--- src/rtl/program_counter_unit.sv ---
// program_counter_unit: PC register with sequential advance, redirects, trap entry/return
// and lockup on a nested fault. Misaligned redirects become precise traps.
module program_counter_unit #(
   parameter int              XLEN         = 32,
   parameter logic [XLEN-1:0] RESET_VECTOR = '0,
   parameter logic [XLEN-1:0] TRAP_VECTOR  = XLEN'(32'h10),
   parameter bit              COMPRESSED   = 1'b0
) (
   input  logic            clock,
   input  logic            reset,
   output logic [XLEN-1:0] pcOfInstruction,
   output logic [XLEN-1:0] nextSequentialPC,
   input  logic            advance,
   input  logic            instructionIsCompressed,
   input  logic            redirectEnable,
   input  logic [XLEN-1:0] redirectTarget,
   input  logic            trapRequest,
   input  logic            trapReturn,
   output logic [XLEN-1:0] exceptionPC,
   output logic [XLEN-1:0] badTarget,
   output logic [1:0]      trapCause,
   output logic            inHandler,
   output logic            programCounterMisaligned,
   output logic            lockedUp
);
   localparam int ALIGN_BITS = COMPRESSED ? 1 : 2;
   typedef enum logic [1:0] {RUN, HANDLER, LOCKUP} state_e;
   state_e          state_q, state_d;
   logic [XLEN-1:0] pc_q, pc_d, exc_q, exc_d, bad_q, bad_d;
   logic [1:0]      cause_q, cause_d;
   logic            mis_q, mis_d;
   logic            misaligned, fault;
   assign misaligned       = redirectTarget[ALIGN_BITS-1:0] != '0;
   assign fault            = trapRequest | (redirectEnable & misaligned);
   assign nextSequentialPC = pc_q + ((COMPRESSED && instructionIsCompressed) ? XLEN'(2) : XLEN'(4));
   assign pcOfInstruction  = pc_q;
   assign exceptionPC      = exc_q;
   assign badTarget        = bad_q;
   assign trapCause        = cause_q;
   assign programCounterMisaligned = mis_q;
   assign inHandler        = state_q == HANDLER;
   assign lockedUp         = state_q == LOCKUP;
   always_comb begin
      state_d = state_q;
      pc_d    = pc_q;
      exc_d   = exc_q;
      bad_d   = bad_q;
      cause_d = cause_q;
      mis_d   = mis_q;
      if (state_q != LOCKUP) begin
         if (fault) begin
            if (state_q == RUN) begin
               state_d = HANDLER;
               exc_d   = pc_q;
               pc_d    = TRAP_VECTOR;
               cause_d = trapRequest ? 2'b01 : 2'b10;
               bad_d   = trapRequest ? bad_q : redirectTarget;
               mis_d   = trapRequest ? mis_q : 1'b1;
            end else begin
               state_d = LOCKUP;
            end
         end else if (trapReturn && state_q == HANDLER) begin
            state_d = RUN;
            pc_d    = exc_q;
            mis_d   = 1'b0;
         end else begin
            pc_d = redirectEnable ? redirectTarget : advance ? nextSequentialPC : pc_q;
         end
      end
   end
   always_ff @(posedge clock) begin
      if (reset) begin
         state_q <= RUN;
         pc_q    <= RESET_VECTOR;
         exc_q   <= '0;
         bad_q   <= '0;
         cause_q <= 2'b00;
         mis_q   <= 1'b0;
      end else begin
         state_q <= state_d;
         pc_q    <= pc_d;
         exc_q   <= exc_d;
         bad_q   <= bad_d;
         cause_q <= cause_d;
         mis_q   <= mis_d;
      end
   end
endmodule

--- config.mk ---
export PLATFORM = sky130hd
export DESIGN_NAME = program_counter_unit
export DESIGN_NICKNAME = d
export VERILOG_FILES = /design/src/rtl/program_counter_unit.sv
export SDC_FILE = /design/constraint.sdc
export NUM_CORES = 1
export LEC_CHECK = 0
export CORE_AREA = 10 10 112 139
export CTS_BUF_LIST = sky130_fd_sc_hd__clkbuf_4 sky130_fd_sc_hd__clkbuf_8
export DETAILED_ROUTE_END_ITERATION = 12
export DIE_AREA = 0 0 122 149
export PLACE_DENSITY_LB_ADDON = 0.08
export SYNTH_ARGS = -nofsm -noshare
export SYNTH_HDL_FRONTEND = slang
export SYNTH_SLANG_ARGS = --single-unit
--- constraint.sdc ---
create_clock -name clock -period 4.24 [get_ports clock]
set_input_delay 0.424 -clock clock [delete_from_list [all_inputs] [get_ports clock]]
set_output_delay 0.424 -clock clock [all_outputs]
set_load 0.02 [all_outputs]
* Word-level counts from Yosys, hierarchy flattened
Index checks and enable logic that the tools add are counted.
Cells by class: $add $sub $neg 1, eq/ne operators 5, multiplexer cells 13, bitwise operators 3, reduce and logical (&&, ||, !) cells 10
Operator list (number):
- two-way mux 32 bit | 5
- adder 32 x 3 -> 32 bit, second input constant | 1
- two-way mux 2 bit | 4
- AND reduction 4 bit | 2
- AND reduction 3 bit | 2
- two-way mux 1 bit | 4
- != test 2 bit, second input constant | 2
- nonzero test 2 bit | 2
- nonzero test 4 bit | 1
- == test 2 x 1 -> 1 bit, second input constant | 1
- == test 2 bit, second input constant | 1
- logical NOT 2 bit | 1
- != test 2 x 1 -> 1 bit, second input constant | 1
- AND reduction 2 bit | 1
- AND 1 bit | 1
- logical AND 1 bit | 1
- inverter 1 bit | 1
- OR 1 bit | 1
Word-level totals: register bits 101, input bits 39, output and inout bits 133

* Longest topological paths before layout
depth after elaboration 5, depth in mapped cells 8, mapped depth without buffers 6

* Worst setup path after synthesis
No wires, ideal clock.
path kind register to output, start register pc_q[16], in the netlist pcOfInstruction[16], end output port nextSequentialPC[28], arrival time 2349 ps, path slack 1467 ps, cell stages (with the launch flop) 7, path buffers 2, cells stage by stage dfxtp_1 buf_2 nand4_2 or4_4 buf_6 or4_4 xnor2_1
Between the ends: longest elaborated chain between the ends 1
Ends and longest elaborated chain:
- from (decl) | RTL line 29 | logic [XLEN-1:0] pc_q, pc_d, exc_q, exc_d, bad_q, bad_d;
- from (signal assigned) | RTL line 81 | pc_q <= pc_d;
- adder 32 x 3 -> 32 bit | RTL line 35 | assign nextSequentialPC = pc_q + ((COMPRESSED && instructionIsCompressed) ? XLEN'(2) : XLEN'(4));
- to (decl) | RTL line 12 | output logic [XLEN-1:0] nextSequentialPC,
No other way between the ends.

* Worst setup path in the final report
start register pc_q[2], in the netlist pcOfInstruction[2], end output port nextSequentialPC[19]
The elaborated chain is that of the path after synthesis.

==> impl_metrics.py <==
metrics = {
    "outcome": {
        "status": "complete, no violations",
    },
    "cells_and_area": {
        "fin_nets": 839,
        "area_growth_pct": 40.5,
        "final_core_util": 0.541,
        "drive_gt1_frac": 0.0634,
        "final-seq-area_sq_mm": 0.00202,
        "multiInputGateArea_sq_mm": 0.00273,
        "nFillCells": 1253,
        "fin_cells": 975,
        "diodes": 0,
        "final_cell_area_sq_mm": 0.00703,
    },
    "routing": {
        "drtPass1Iterations": 5,
        "drt_iter0_drc": 346,
        "via_per_inst": 5.53,
        "vias": 5390,
        "drtAntennaViolNets": 0,
        "wl_microns": 19400,
        "drc_errors": 0,
        "wire_per_inst_microns": 19.9,
    },
    "critical_path": {
        "cp.required_ns": 3.82,
        "critPathMaxFanout": 12,
        "crit_arrival_ns": 3.24,
        "r2r_start": "pcOfInstruction[2]",
        "cp-end-kind": "primary output",
        "rr_endpoint": "pcOfInstruction[23]",
        "r2r_cells": 5,
        "cp-start-kind": "register",
        "critPathKind": "reg -> out",
        "ff2ff_setup_slack_ns": 1.55,
    },
    "yosys": {
        "async_reset_ff_frac": 0,
        "synth_ff_type": "dfxtp_1",
        "yosysSeqAreaShare": 0.404,
        "ys_warn_count": 0,
        "syn_inst": 663,
        "synthTopCellsByArea": "dfxtp_1 (40%), nand2_1 (12%), a21oi_1 (8.1%)",
        "syn_avg_cell_area_sq_um": 7.54,
        "synth_cell_type_count": 59,
        "syn_area_sq_mm": 0.00500,
        "ys_ff_latch": 101,
        "synth_nets": 703,
        "synth_edf_count": 0,
        "yosys.area.top_type": "dfxtp_1",
        "synth_top_area_frac": 0.404,
        "synth_most_common_cell": "nand2_1",
        "ys_top_cells_by_count": "nand2_1 (161), dfxtp_1 (101), a21oi_1 (81)",
    },
    "floorplanning": {
        "die_h_microns": 149,
        "die_w_microns": 122,
        "core_area_sq_mm": 0.0130,
        "io_pins": 172,
        "dieArea_sq_mm": 0.0182,
        "start_util": 0.385,
        "num_rows": 47,
    },
    "timing": {
        "worst_slack_ns": 0.572,
        "finalSetupViolations": 0,
        "worst_pin_slew_ns": 1.27,
        "max_freq_mhz": 273,
        "slew_violations": 0,
        "relSlewSlack": 0.151,
        "skew_ns": 0.00806,
        "post-route-period-util": 0.865,
        "period_needed_ns": 3.67,
        "finalHoldViolCount": 0,
        "whs_ns": 0.461,
        "finalSetupTns_ns": 0,
        "rsz0062_at_grt": "false",
    },
    "cts": {
        "htree_levels": 3,
        "cts_tree": "built",
        "clk_pin_slew_ns": 0.10,
        "ctsLongestPathBuffers": 2,
        "cts_setup_buffers": 0,
        "cts.repair.resized": 0,
        "cts-buffers-inserted": 9,
        "cts_sinks": 101,
        "clk_latency_ns": 0.38,
        "cts_root_buf": "clkbuf_8",
        "postCtsHoldBufs": 0,
    },
    "power": {
        "finalPower_mw": 2.19,
        "p_leak_nw": 2.42,
        "powerDensity_mw_per_mm2": 312,
        "peakVddDrop_mv": 0.149,
    },
    "placement": {
        "io_buffer_count": 170,
        "place_ws_ns": 0.948,
        "placedCellCount": 959,
        "gp_congestion": 0.873,
        "post_dp_cell_area_sq_mm": 0.00681,
        "dpl.hpwl_microns": 14200,
    },
    "hold_path": {
        "worstHoldPathType": "reg -> reg",
        "min_to": "badTarget[7]",
        "holdPathStages": 2,
        "min_from": "badTarget[7]",
    },
    "grt": {
        "grt_first_pass_wirelength_microns": 29800,
        "grt_max_degree": 51,
        "grt_overflow": 0,
        "antenna_found_initial": 0,
        "grt_use_total": 0.207,
        "grt_pass1_vias": 5158,
    },
    "job": {
        "maxCapViolCount": 0,
    },
}
## flip-flops by register name, indices dropped and copies added (netlist names)
register,count
badTarget,32
exceptionPC,32
pcOfInstruction,32
state_q,2
trapCause,2
programCounterMisaligned,1
## metal layers
metal / up-vias / track usage / part of all wire
li1: 2590 / - / -
met1: 2575 / 0.247 / 0.40
met2: 205 / 0.350 / 0.50
met3: 20 / 0.0595 / 0.094
met4: 0 / 0.0615 / 0.014
met5: - / 0 / 0
## power breakdown
part	internal [mW]	switching (mW)
clock	0.325	0.363
combinational	0.192	0.277
sequential	0.986	0.0496
## worst max-delay path by stage
stage / endpoint / start / slack [ns]
5_1_grt: nextSequentialPC[19] / pcOfInstruction[2] / 0.30
2_1_floorplan: nextSequentialPC[28] / pcOfInstruction[16] / 1.47
6_report: nextSequentialPC[19] / pcOfInstruction[2] / 0.57
3_3_place_gp: nextSequentialPC[23] / pcOfInstruction[2] / 0.95
4_1_cts: nextSequentialPC[23] / pcOfInstruction[2] / 0.52
3_5_place_dp: nextSequentialPC[23] / pcOfInstruction[2] / 0.95
## cells by family after synthesis
group                    Yosys count  share of synthesized area
AND/OR/NAND/NOR                  294                      0.274
flip-flops                       101                      0.404
buffers and inverters             66                     0.0533
adder cells (fa/ha/maj)            1                    0.00250
multiplexers                      11                     0.0225
AO/OA/AOI/OAI                    170                      0.208
XOR/XNOR                          20                     0.0350
## worst max-delay path, cell delays in order, from the launching register on
cell,delay (ns)
dfxtp_1,0.61
nand4_1,0.35
nor4_1,0.76
a21boi_0,0.24
or2_2,0.34
clkdlybuf4s50_1,0.56
## cell type report
| type | count | share of cell area |
|---|---|---|
| Clock buffer | 12 | 0.0235 |
| Clock inverter | 4 | 0.00748 |
| Inverter | 6 | 0.00321 |
| Multi-Input combinational cell | 496 | 0.388 |
| Sequential cell | 101 | 0.288 |
| Tap cell | 171 | 0.0304 |
| Timing Repair Buffer | 185 | 0.259 |
## cell usage in the layout (no fill, tap or decap), drive strengths merged, types with 3 or more instances in the layout
cell,instances
xor2,5
a21oi,81
or3,9
nor2b,4
nand3,15
xnor2,15
or4,6
clkbuf,12
nand2b,8
and3,5
nand4,12
nand2,161
and4,4
inv,7
mux2i,9
nor4,12
o21a,5
a22oi,12
o31a,3
nor3,20
o2111ai,4
buf,16
o31ai,8
or2,7
o21ai,26
a21o,5
nor2,26
clkdlybuf4s50,169
dfxtp,101
No activity file was read; power rests on OpenSTA's default activity.
